<file path="src/rtl/psr_pkg.sv">
// Shared definitions for the program-status consumer side.
//   - Flag bit positions inside the 5-bit program status word.
//   - Branch condition codes understood by cond_eval.
//   - State encoding of the branch resolution FSM in br_cond_unit.
package psr_pkg;

    localparam int FLAG_W    = 5;
    localparam int FLG_PAR   = 0;
    localparam int FLG_EVEN  = 1;
    localparam int FLG_ZERO  = 2;
    localparam int FLG_POS   = 3;
    localparam int FLG_CARRY = 4;

    localparam int COND_W = 4;

    localparam logic [COND_W-1:0] COND_ALWAYS = 4'd0;
    localparam logic [COND_W-1:0] COND_PAR    = 4'd1;
    localparam logic [COND_W-1:0] COND_NPAR   = 4'd2;
    localparam logic [COND_W-1:0] COND_EVEN   = 4'd3;
    localparam logic [COND_W-1:0] COND_ODD    = 4'd4;
    localparam logic [COND_W-1:0] COND_Z      = 4'd5;
    localparam logic [COND_W-1:0] COND_NZ     = 4'd6;
    localparam logic [COND_W-1:0] COND_POS    = 4'd7;
    localparam logic [COND_W-1:0] COND_NPOS   = 4'd8;
    localparam logic [COND_W-1:0] COND_C      = 4'd9;
    localparam logic [COND_W-1:0] COND_NC     = 4'd10;
    // Codes 11..15 are reserved and always resolve not-taken.
    localparam logic [COND_W-1:0] COND_NEVER  = 4'd15;

    typedef enum logic {
        ST_IDLE = 1'b0,
        ST_EVAL = 1'b1
    } br_state_e;

endpackage

</file>
<file path="src/rtl/cond_eval.sv">
// Combinational branch condition evaluator.
// Ports:
//   flags - committed program status flags
//   cond  - condition code (see psr_pkg COND_*)
//   take  - 1 when the condition holds for the given flags
module cond_eval
    import psr_pkg::*;
(
    input  logic [FLAG_W-1:0] flags,
    input  logic [COND_W-1:0] cond,
    output logic              take
);

    always_comb begin
        take = 1'b0;
        case (cond)
            COND_ALWAYS: take = 1'b1;
            COND_PAR:    take =  flags[FLG_PAR];
            COND_NPAR:   take = ~flags[FLG_PAR];
            COND_EVEN:   take =  flags[FLG_EVEN];
            COND_ODD:    take = ~flags[FLG_EVEN];
            COND_Z:      take =  flags[FLG_ZERO];
            COND_NZ:     take = ~flags[FLG_ZERO];
            COND_POS:    take =  flags[FLG_POS];
            COND_NPOS:   take = ~flags[FLG_POS];
            COND_C:      take =  flags[FLG_CARRY];
            COND_NC:     take = ~flags[FLG_CARRY];
            default:     take = 1'b0;
        endcase
    end

endmodule

</file>
<file path="src/rtl/br_cond_unit.sv">
// Conditional branch resolution unit.
// Holds the committed status flags, counts flag-producing instructions that
// have issued but not yet written back, and resolves branches from decode
// once every older flag producer has written back.
// Ports:
//   clk, rst        - clock (rising edge), asynchronous active-high reset
//   flag_we         - flag producer writeback; captures program_status
//   program_status  - new flag values
//   flag_pend_inc   - decode issued a flag producer
//   pend_full       - in-flight counter saturated
//   br_valid/br_ready, br_cond, br_target - branch request from decode
//   resolve_valid, taken, flush, redirect_pc - registered result to fetch
//   flags_q         - committed flags
module br_cond_unit
    import psr_pkg::*;
#(
    parameter int PEND_W = 2,
    parameter int ADDR_W = 32
) (
    input  logic              clk,
    input  logic              rst,
    input  logic              flag_we,
    input  logic [FLAG_W-1:0] program_status,
    input  logic              flag_pend_inc,
    output logic              pend_full,
    input  logic              br_valid,
    output logic              br_ready,
    input  logic [COND_W-1:0] br_cond,
    input  logic [ADDR_W-1:0] br_target,
    output logic              resolve_valid,
    output logic              taken,
    output logic              flush,
    output logic [ADDR_W-1:0] redirect_pc,
    output logic [FLAG_W-1:0] flags_q
);

    localparam logic [PEND_W-1:0] PEND_MAX = '1;

    br_state_e         state;
    logic [PEND_W-1:0] pend_cnt;
    logic [COND_W-1:0] cond_q;
    logic [ADDR_W-1:0] target_q;
    logic              take;

    // Committed flags: last value written back.
    always_ff @(posedge clk or posedge rst) begin
        if (rst) begin
            flags_q <= '0;
        end else if (flag_we) begin
            flags_q <= program_status;
        end
    end

    // In-flight flag producers. Issue and writeback in the same cycle cancel.
    always_ff @(posedge clk or posedge rst) begin
        if (rst) begin
            pend_cnt <= '0;
        end else if (flag_pend_inc && !flag_we) begin
            if (pend_cnt != PEND_MAX) pend_cnt <= pend_cnt + 1'b1;
        end else if (flag_we && !flag_pend_inc) begin
            if (pend_cnt != '0) pend_cnt <= pend_cnt - 1'b1;
        end
    end

    assign pend_full = (pend_cnt == PEND_MAX);

    cond_eval u_cond_eval (
        .flags (flags_q),
        .cond  (cond_q),
        .take  (take)
    );

    // Handshake: a branch transfers on any rising edge where br_valid and
    // br_ready are both high; br_cond/br_target are sampled only on that edge.
    // br_ready depends only on state, never on br_valid.
    assign br_ready = (state == ST_IDLE);

    // Branch FSM. Result outputs are single-cycle pulses, except redirect_pc
    // which keeps the last taken target.
    always_ff @(posedge clk or posedge rst) begin
        if (rst) begin
            state         <= ST_IDLE;
            cond_q        <= '0;
            target_q      <= '0;
            resolve_valid <= 1'b0;
            taken         <= 1'b0;
            flush         <= 1'b0;
            redirect_pc   <= '0;
        end else begin
            resolve_valid <= 1'b0;
            taken         <= 1'b0;
            flush         <= 1'b0;
            case (state)
                ST_IDLE: begin
                    if (br_valid) begin
                        cond_q   <= br_cond;
                        target_q <= br_target;
                        state    <= ST_EVAL;
                    end
                end
                ST_EVAL: begin
                    // Stall until every older flag producer has written back.
                    if (pend_cnt == '0) begin
                        resolve_valid <= 1'b1;
                        taken         <= take;
                        flush         <= take;
                        if (take) redirect_pc <= target_q;
                        state <= ST_IDLE;
                    end
                end
                default: state <= ST_IDLE;
            endcase
        end
    end

endmodule

</file>
<file path="config.mk">
export PLATFORM = sky130hd
export DESIGN_NAME = br_cond_unit
export DESIGN_NICKNAME = d
export VERILOG_FILES = /design/src/rtl/psr_pkg.sv /design/src/rtl/cond_eval.sv /design/src/rtl/br_cond_unit.sv
export SDC_FILE = /design/constraint.sdc
export NUM_CORES = 1
export LEC_CHECK = 0
export ABC_AREA = 1
export BUFFER_PORTS_ARGS = -buffer_cell sky130_fd_sc_hd__buf_2
export CORE_MARGIN = 8
export CORE_UTILIZATION = 52
export DETAILED_ROUTE_END_ITERATION = 8
export PLACE_DENSITY_LB_ADDON = 0.12
export SLEW_MARGIN = 20
export SYNTH_ARGS = -nofsm -noshare
export SYNTH_HDL_FRONTEND = slang
export SYNTH_HIERARCHICAL = 1
export SYNTH_SLANG_ARGS = --single-unit
</file>
<file path="constraint.sdc">
create_clock -name clk -period 3 [get_ports clk]
set_input_delay 0.6 -clock clk [delete_from_list [all_inputs] [get_ports clk]]
set_output_delay 0.6 -clock clk [all_outputs]
set_load 0.01 [all_outputs]
</file>
# Word level (Yosys, flattened, before mapping)
# Cells that the tools add are included.
# classes
mux,12
n_addsub,2
eq_ne,13
bitwise_logic,6
reduce_logical,12
# op_table
op,count
$eq A4 B3 Y1 const B,4
$eq A4 B4 Y1 const B,3
$pmux W1 S11,1
$eq A4 B2 Y1 const B,2
$mux W2,4
$mux W1,6
$not A1 Y1,6
$reduce_and A3 Y1,2
$reduce_bool A2 Y1,3
$eq A4 B1 Y1 const B,1
$logic_not A4 Y1,1
$add A2 B1 Y2 const B,1
$eq A2 B2 Y1 const B,1
$logic_and A1 B1 Y1,2
$logic_not A1 Y1,2
$logic_not A2 Y1,1
$ne A2 B1 Y1 const B,1
$ne A2 B2 Y1 const B,1
$pmux W1 S2,1
$reduce_and A2 Y1,1
$sub A2 B1 Y2 const B,1
# totals
inputBits,46
register_bits,78
out_inout_bits,42
elab_cells,53

# Longest topological paths before layout
# Gate-level depths: netlist of the first run.
# depth
word_depth,4
depth_mapped,12
mapped_depth_nobuf,11

# Modules after synthesis
# Netlist of the first run, hierarchy kept.
# modules_own_cells
module,cells_each,seq_area_each_um2,area_each_um2,n_inst
br_cond_unit,344,1951.9,3120.5,1
cond_eval,33,0.0,165.2,1

# Worst setup path after synthesis of the first run
# OpenSTA, ideal clock, no wires.
# synth_path
path_type,reg-to-reg
start,register cond_q[3]
end,register redirect_pc[10]
setup_ns,0.117
period_less_slack_ns,1.461
required_time_ns,2.883
arrival_time_ns,1.345
path_stages_with_launch,12
n_path_buf,1
path_slack_ns,1.539
cell_sequence,dfrtp_1 > nor2_1 > nand3_1 > nand2_1 > nor2_2 > nand3_2 > nand2_1 > inv_1 > nand2_4 > buf_6 > nand2_1 > nand2_1
# synth_via
elab_chain_len,3
word_cells_on_any_way,13
cone_classes,10 x eq/ne; 1 x mux; 2 x reduce/logical
# synth_rtl
item,line_no,rtl
start: declaration,br_cond_unit.sv:41,logic [COND_W-1:0] cond_q;
start signal: assignment,br_cond_unit.sv:96,cond_q <= br_cond;
"$eq A4 B4 Y1, or another cell as far along",cond_eval.sv:16,case (cond)
$pmux W1 S11 (*),cond_eval.sv:16,
net take,br_cond_unit.sv:43,logic take;
$reduce_and A3 Y1 (no line) (*),n/a,
end signal: assignment,br_cond_unit.sv:107,if (take) redirect_pc <= target_q;
end: declaration,br_cond_unit.sv:33,"output logic [ADDR_W-1:0] redirect_pc,"
# Mark *: on every way through the listed nets, which the timed path passes. The rest lies on a longest branch.
# A chain may end at the register's enable or synchronous reset.

# Final worst setup path of the first run
# layout_path
start,register state
end,output br_ready
# layout_via
elab_chain_len,1
# layout_rtl
item,line_no,rtl
start: declaration,br_cond_unit.sv:39,br_state_e state;
start signal: assignment,br_cond_unit.sv:82,state <= ST_IDLE;
start signal: assignment,br_cond_unit.sv:98,state <= ST_EVAL;
start signal: assignment,br_cond_unit.sv:108,state <= ST_IDLE;
$not A1 Y1 (no line),n/a,
end: declaration,br_cond_unit.sv:27,"output logic br_ready,"
# Every way passes these cells.

==> impl_metrics.yaml, run 1 <==
route:
  wl_per_cell_um: 14.2
  totalWireLength_mm: 7.68
  ant_nets: 0
  drtIter0Drc: 145
  drtPass1Iterations: 4
  route.detailed.drc: 0
  avgViaCountPerCell: 5.03
  num_vias: 2725
run_status:
  status: "completed"
synth:
  yosys.area_share.simple: 0.341
  yosysWarnings: 6
  ys.flop_type: "dfrtp_1"
  synth-edff-count: 0
  synthAdderAreaFrac: 0.00381
  syn_area_per_cell_um2: 8.72
  syn_area_um2: 3290
  ys_types: 19
  synth_top_family_by_area: "simple AND/OR/NAND/NOR gates"
  synth_seq_area_share: 0.594
  synthArstFlopShare: 1.00
  yosys-top-cells-area: "dfrtp_1 59%, nand2_1 19%, nand3_1 11%"
  synth_top_area_share: 0.594
  synth_compound_area_frac: 0.00457
  synth_fp_nets: 424
  yosysTopAreaCell: "dfrtp_1"
  synth_most_common_cell: "nand2_1"
  syn_inst: 377
  yosys_register_bits: 78
  synth_commonest_cells: "165 x nand2_1, 78 x dfrtp_1, 74 x nand3_1"
  synth_xor_area_frac: 0
  synth_mux_area_frac: 0
grt:
  antenna_found_initial: 0
  grt_pass1_vias: 2807
  grt_pass1_wl_mm: 12.8
  grt_usage: 0.181
  grt_max_degree: 38
  globalRouteOverflowTotal: 0
worst_setup_path:
  worst-path-max-fanout: 23
  timing_worst_setup_path_type: "flip-flop to output port"
  worstSetupStartpointType: "flip-flop"
  slowest_stage: "inv_1"
  required_ns: 2.40
  worstPathArrival_ns: 1.54
  cp_cell_sequence: "inv_1, buf_2"
  critPathMaxStageDelay_ns: 0.56
  endpoint_kind: "output port"
placed_design:
  dpl.hpwl_mm: 5.27
  place.port_buffers: 87
  gp_congestion: 0.726
min_path:
  min_path_type: "input port to asynchronous set/reset pin"
timing:
  hold_viol: 0
  setup_viol: 0
  slew_headroom: 0.491
  fin_crit_sh: 0.713
  drv_slew: 0
  worst_pin_slew_ns: 0.763
  final.setup_skew_ns: 0.00555
  rsz0062_at_grt: "no"
  fin_crit_ns: 2.14
  finalSetupTns_ns: 0
  max_freq_mhz: 468
pwr:
  internal_power_uw: 2270
  power_density_nw_per_um2: 919
  p_sw_frac: 0.371
  p_sw_uw: 1340
  pwr-share-clk: 0.221
  peakVddDrop_v: 0.000422
  combPwrFrac: 0.326
  leakage_uw: 0.00229
  power_uw: 3610
  seq_power_share: 0.454
clocking:
  h-tree-depth: 3
  cts_sinks: 78
  postCtsHoldBufs: 0
  clkLatencyLatePin_ns: 0.34
  path_clk_slew_ns: 0.08
  cts_buffers: 9
  root_buffer: "clkbuf_8"
  cts_resized: 0
  post_cts_buffers: 0
  cts_buffer_depth: 2
  cts_tree: "yes"
job:
  maxCapViolations: 0
floorplanning:
  num_rows: 29
  io_pins: 88
  initial_core_util: 0.526
  dieHeight_um: 95.5
  core-area_um2: 6240
  die_w_um: 95.5
  die_area_um2: 9120
cells_and_area:
  layout-drive-gt1-share: 0.256
  antenna_cells: 0
  fillers: 575
  area_delta_synth_final_pct: 19.6
  nets: 507
[stage by stage]
step,util,hold WS (ns),instance area (µm²),setup WS (ns),instances
2_1_floorplan,-,0.443,3290,0.405,377
3_3_place_gp,0.598,0.450,3730,0.993,526
3_5_place_dp,0.598,0.453,3730,0.929,526
4_1_cts,0.630,0.225,3930,0.835,542
5_1_grt,0.630,0.227,3930,0.651,542
6_report,0.630,0.221,3930,0.862,542
[final timing paths]
path,from,endpoint,slack (ns),depth (start not counted)
min in group clk,program_status[2],flags_q[2],0.46,3
max reg2reg,cond_q[3],redirect_pc[18],0.91,10
max in group asynchronous,rst,target_q[18],2.04,3
min reg2reg,redirect_pc[13],redirect_pc[13],0.47,2
min,rst,flush,0.22,2
max,state,br_ready,0.86,2
[placed cells by master (no fill, tap or decap)]
cell,instances
buf_4,6
nand2_1,165
nand2_4,1
clkinv_2,2
nand2_2,1
nand3_2,1
inv_2,3
clkbuf_8,11
buf_2,87
o21ai_0,3
nor2_1,9
nand3b_1,4
clkinvlp_4,1
and2_4,1
bufinv_16,1
nor2_2,3
dfrtp_1,78
clkbuf_1,2
nand3_1,74
inv_1,10
ha_1,1
nor2_4,1
[power groups by stage]
stage	combinational, µW	sequential, µW	clock [µW]
after CTS	1200	1640	810
after floorplan	744	1720	0
final	1180	1640	796
after global placement	1160	1650	0
after detailed placement	1200	1660	0
after global routing	1340	1690	857
[cells by family (layout without fill, tap and decap cells)]
group,after synthesis,in the layout
buffers and inverters,35,123
and+or+nand+nor,260,260
DFF,78,78
adders and majority gates,1,1
AOI/OAI and AO/OA,3,3
[cell type report]
| class | count | area, µm² | share of cell area |
|---|---|---|---|
| Clock inverter | 3 | 42.5 | 0.0108 |
| Timing Repair Buffer | 93 | 480 | 0.122 |
| Tap cell | 77 | 96.3 | 0.0245 |
| Inverter | 14 | 53.8 | 0.0137 |
| Clock buffer | 13 | 159 | 0.0404 |
| Multi-Input combinational cell | 264 | 1150 | 0.292 |
| Sequential cell | 78 | 1950 | 0.496 |
[critical path: cells and delay by family, from the launching register on]
family                 cells  cell delay (ns)
DFF                        1             0.38
buffers and inverters      2             0.82
[registers in the layout (all words and copies together) (netlist names)]
name / flops
flags_q: 5
cond_q: 4
state: 1
pend_cnt: 2
resolve_valid: 1
target_q: 32
redirect_pc: 32
flush: 1
[layer usage]
metal	part of all wire	vias to the layer above	wire, µm	track usage
met3	0.070	10	539	0.0598
met2	0.47	68	3620	0.301
li1	-	1356	-	-
met1	0.45	1291	3420	0.214
met4	0.013	0	102	0.0653
met5	0	-	0	0
No activity file was read; power rests on OpenSTA's default activity.
==> run 2: changes to the inputs <==
--- a/config.mk
+++ b/config.mk
@@ -8,7 +8,7 @@
 export ABC_AREA = 1
 export BUFFER_PORTS_ARGS = -buffer_cell sky130_fd_sc_hd__buf_2
 export CORE_MARGIN = 8
-export CORE_UTILIZATION = 52
+export CORE_UTILIZATION = 47
 export DETAILED_ROUTE_END_ITERATION = 8
 export PLACE_DENSITY_LB_ADDON = 0.12
 export SLEW_MARGIN = 20
==> constraint.sdc (replaced) <==
create_clock -name clk -period 1.8 [get_ports clk]
set_input_delay 0.36 -clock clk [delete_from_list [all_inputs] [get_ports clk]]
set_output_delay 0.36 -clock clk [all_outputs]
set_load 0.01 [all_outputs]
==> run 2 against run 1 <==
Compared with the run above:
- cell area increased by 6.2%
- first-iteration DRC count decreased by 22%
- final cell count is 5.2% higher
- critical path type is now flip-flop to flip-flop
- clock-buffer cell count decreased by 2
- total power grew 78%
- sequential cell count unchanged
- register-to-register slack lost 0.82 ns
- via count grew 3.2%
- global-route usage decreased by 2.0 points
- die area is 8.8% higher
==> impl_metrics.yaml, run 2 (synthesis results as in run 1) <==
clocking:
  postCtsHoldBufs: 0
  cts_tree: "yes"
  cts_sinks: 78
  path_clk_slew_ns: 0.08
  root_buffer: "clkbuf_8"
  cts_buffer_depth: 2
  clkLatencyLatePin_ns: 0.33
  cts_buffers: 9
  h-tree-depth: 3
pwr:
  pwr-share-clk: 0.196
  seq_power_share: 0.431
  p_sw_uw: 2420
  p_sw_frac: 0.375
  leakage_uw: 0.00235
  internal_power_uw: 4020
  combPwrFrac: 0.372
  peakVddDrop_v: 0.000778
  power_density_nw_per_um2: 1540
  power_uw: 6440
cells_and_area:
  layout_common_cells: "163 x nand2_1, 87 x buf_2, 75 x dfrtp_1"
  final_cells: 570
  reg.largest.list: "redirect_pc: 32 flops, target_q: 32 flops, flags_q: 5 flops"
  final_common_cell: "nand2_1"
  antenna_cells: 0
  layout-drive-gt1-share: 0.306
  area_delta_synth_final_pct: 27.0
  nets: 517
timing:
  setup_viol: 0
  slew_headroom: 0.618
  max_freq_mhz: 584
  setup_ws_ns: 0.0866
  fin_crit_sh: 0.952
  hold_viol: 0
  rsz0062_at_grt: "yes"
  holdWs_ns: 0.120
  worst_pin_slew_ns: 0.572
  drv_slew: 0
  fin_crit_ns: 1.71
  final.setup_skew_ns: 0.00761
route:
  wl_per_cell_um: 14.3
  drtPass1Iterations: 4
  drtIter0Drc: 113
  avgViaCountPerCell: 4.93
  num_vias: 2811
  ant_nets: 0
  route.detailed.drc: 0
  totalWireLength_mm: 8.15
placed_design:
  place.port_buffers: 87
  dpl_worst_slack_ns: 0.131
  gp_congestion: 0.809
  dpl.hpwl_mm: 5.24
  dp_cells: 549
floorplanning:
  num_rows: 30
  core-area_um2: 6790
  dieHeight_um: 99.6
  io_pins: 88
  initial_core_util: 0.484
  die_w_um: 99.6
  die_area_um2: 9920
worst_setup_path:
  ff2ff_path_depth: 12
  worstPathArrival_ns: 1.94
  worst-path-max-fanout: 6
  required_ns: 2.03
  endpoint_kind: "flip-flop"
  worstSetupStartpointType: "flip-flop"
  timing_worst_setup_path_type: "flip-flop to flip-flop"
grt:
  antenna_found_initial: 0
  grt_pass1_vias: 2762
  grt_usage: 0.161
  grt_pass1_wl_mm: 13.0
  globalRouteOverflowTotal: 0
  grt_max_degree: 79
run_status:
  status: "completed"
job:
  maxCapViolations: 0
min_path:
  min_path_type: "input port to asynchronous set/reset pin"
==> run 2: cell type report <==
cell class	instances	area, µm²
Timing Repair Buffer	102	628
Clock inverter	4	47.5
Clock buffer	11	141
Tap cell	96	120
Multi-Input combinational cell	265	1220
Fill cell	614	2620
Inverter	14	60.1
Sequential cell	78	1960
==> run 2: routing by layer <==
metal | track usage | share of wire | up-vias
met5 | 0 | 0 | -
met4 | 0.0536 | 0.0037 | 0
met3 | 0.0412 | 0.072 | 2
met2 | 0.268 | 0.50 | 89
met1 | 0.198 | 0.42 | 1337
li1 | - | - | 1383
==> run 2: power groups by stage <==
stage          sequential, µW  combinational, µW  clock (µW)
6_report                 2780               2400        1260
2_1_floorplan            2860               1240           0
3_5_place_dp             2770               2040           0
5_1_grt                  2860               2680        1370
4_1_cts                  2740               2050        1300
3_3_place_gp             2760               1990           0
==> run 2: through the flow <==
step | util | instance area [µm²] | TNS [ns]
floorplan | - | 3290 | 0
global placement | 0.559 | 3800 | 0
detailed placement | 0.559 | 3800 | 0
finish | 0.614 | 4170 | 0
CTS | 0.587 | 3990 | 0
global route | 0.614 | 4170 | -0.400
==> run 2: final timing paths <==
| kind | from | end | slack (ns) |
|---|---|---|---|
| max | cond_q[1] | redirect_pc[13] | 0.09 |
| min reg2reg | redirect_pc[18] | redirect_pc[18] | 0.47 |
| max in group asynchronous | rst | cond_q[1] | 1.33 |
| min in group clk | program_status[1] | flags_q[1] | 0.23 |
| min | rst | redirect_pc[19] | 0.12 |
| max reg2reg | cond_q[1] | redirect_pc[13] | 0.09 |
==> run 2: what timing repair did <==
item,in CTS,in global routing
endpoints found under the setup margin,0,32
resized for setup,0,23
buffers inserted,0,2
==> run 2: critical path, cell delays in order (launching register included) <==
cell        delay, ns
dfrtp_2          0.45
inv_2            0.08
nor2_4           0.04
nand3b_1         0.07
nand2_1          0.07
nor2_2           0.13
nand3_2          0.08
nand2_2          0.09
clkinvlp_4       0.14
buf_12           0.18
clkbuf_16        0.16
nand3_1          0.07
nand2_1          0.05
==> run 3: changes to the inputs <==
--- a/config.mk
+++ b/config.mk
@@ -8,7 +8,8 @@
 export ABC_AREA = 1
 export BUFFER_PORTS_ARGS = -buffer_cell sky130_fd_sc_hd__buf_2
 export CORE_MARGIN = 8
-export CORE_UTILIZATION = 47
+export CORE_UTILIZATION = 49
+export CTS_BUF_LIST = sky130_fd_sc_hd__clkbuf_2
 export DETAILED_ROUTE_END_ITERATION = 8
 export PLACE_DENSITY_LB_ADDON = 0.12
 export SLEW_MARGIN = 20
==> run 3 against run 2 <==
Compared with the run above:
- sequential share of layout area up 3.0 points
- cell area down 6.2%
- final cell count down 3.5%
- clock-buffer cell count down 1
- worst hold slack worse by 0.074 ns
- highest routed layer unchanged
- sequential cell count unchanged
- critical endpoint is now br_ready
- register-to-register slack better by 0.06 ns
==> impl_metrics.yaml, run 3 (synthesis results as in run 1) <==
route:
  totalWireLength_mm: 7.58
  wl_per_cell_um: 13.8
  route.detailed.drc: 0
  num_vias: 2742
  drtIter0Drc: 78
  drtPass1Iterations: 4
  ant_nets: 0
  avgViaCountPerCell: 4.99
timing:
  setup_viol: 0
  setup_ws_ns: 0.104
  drv_slew: 0
  slew_headroom: 0.653
  final.setup_skew_ns: 0.0254
  fin_crit_sh: 0.942
  max_freq_mhz: 590
  worst_pin_slew_ns: 0.520
  hold_viol: 0
  fin_crit_ns: 1.70
cells_and_area:
  design_area_um2: 3920
  antenna_cells: 0
  final_cells: 550
  utilization: 0.589
  fillers: 629
  nets: 513
  layout_common_cells: "165 x nand2_1, 87 x buf_2, 78 x dfrtp_1"
  layout-drive-gt1-share: 0.270
  reg.largest.list: "redirect_pc: 32 flops, target_q: 32 flops, flags_q: 5 flops"
  final_common_cell: "nand2_1"
  area_delta_synth_final_pct: 19.2
floorplanning:
  die_w_um: 97.9
  initial_core_util: 0.495
  core-area_um2: 6640
  die_area_um2: 9580
  num_rows: 30
  dieHeight_um: 97.9
  io_pins: 88
worst_setup_path:
  worstSetupStartpointType: "flip-flop"
  timing_worst_setup_path_type: "flip-flop to output port"
  worst-path-max-fanout: 12
  critPathBufInv: 3
  cp_cell_sequence: "inv_2, buf_6, buf_2"
  path_delay_family: "flip-flops"
  critPathMaxStageDelay_ns: 0.44
  required_ns: 1.44
  slowest_stage: "dfrtp_1"
  worstPathArrival_ns: 1.34
  endpoint_kind: "output port"
placed_design:
  gp_congestion: 0.819
  dp_cells: 534
  placed_cell_area_um2: 3810
  dpl.hpwl_mm: 5.29
  place.port_buffers: 87
  dpl_worst_slack_ns: 0.0790
grt:
  grt_pass1_wl_mm: 12.9
  grt_max_degree: 37
  globalRouteOverflowTotal: 0
  grt.busiest_layer: "met2"
  grt_usage: 0.164
  grtUsageMet2: 0.274
  antenna_found_initial: 0
  met1_usage: 0.195
  grt_pass1_vias: 2841
  met3_usage: 0.0434
clocking:
  cts_buffer_depth: 2
  root_buffer: "clkbuf_2"
  path_clk_slew_ns: 0.21
  h-tree-depth: 3
  cts_buffers: 9
  clkLatencyLatePin_ns: 0.50
  cts_tree: "yes"
  cts_sinks: 78
  post_cts_buffers: 0
pwr:
  pwr-share-clk: 0.136
  p_sw_frac: 0.400
  combPwrFrac: 0.373
  power_uw: 5560
  peakVddDrop_v: 0.000662
  internal_power_uw: 3330
  leakage_uw: 0.00228
  seq_power_share: 0.491
  power_density_nw_per_um2: 1420
  p_sw_uw: 2220
run_status:
  status: "completed"
job:
  maxCapViolations: 0
min_path:
  min_path_type: "input port to flip-flop"
-- run 3: worst min-delay path: cells and delay by family --
family	cells	cell delay [ns]
AND/OR/NAND/NOR	2	0.09
buffers and inverters	1	0.07
-- run 3: power groups by stage --
stage	clock, µW	combinational [µW]	sequential, µW
after floorplan	0	1240	2860
after global placement	0	2020	2750
after detailed placement	0	2080	2760
after CTS	772	2080	2720
after global routing	832	2390	2800
final	753	2070	2730
-- run 3: final timing paths --
kind                                   startpoint         endpoint  slack, ns  depth (start not counted)
worst min register to register    redirect_pc[17]  redirect_pc[17]       0.49                          2
worst max register to register          cond_q[1]  redirect_pc[16]       0.15                         10
max in group asynchronous                     rst  redirect_pc[18]       0.85                          4
worst max-delay path                        state         br_ready       0.10                          3
worst min-delay path            program_status[3]       flags_q[3]       0.05                          3
min in group asynchronous                     rst        cond_q[3]       0.42                          3
-- run 3: area by class of cell --
class                      count  area (µm²)  share of cell area
clock buffer                  10        50.0              0.0128
clock inverter                 5        26.3             0.00671
tap                           80         100              0.0256
inverter                      14        56.3              0.0144
sequential                    78        1950               0.499
timing repair buffer          99         569               0.145
multi-input combinational    264        1160               0.297
-- run 3: what timing repair did --
item | 4_1_cts | 5_1_grt
hold buffers | 1 | 0
resized for setup | 0 | 6
endpoints found under the hold margin | 20 | 0
setup endpoints to repair | 0 | 34
-- run 3: through the flow --
step                      TNS [ns]  hold WS (ns)
after floorplan                  0         0.443
after global placement           0         0.425
after detailed placement         0         0.434
after CTS                        0        0.0249
after global routing       -0.0752        0.0410
final                            0        0.0464
-- run 3: per-layer routing --
metal / vias to the layer above / share of wire
li1: 1369 / -
met1: 1294 / 0.44
met2: 75 / 0.49
met3: 4 / 0.067
met4: 0 / 0.0055
met5: - / 0
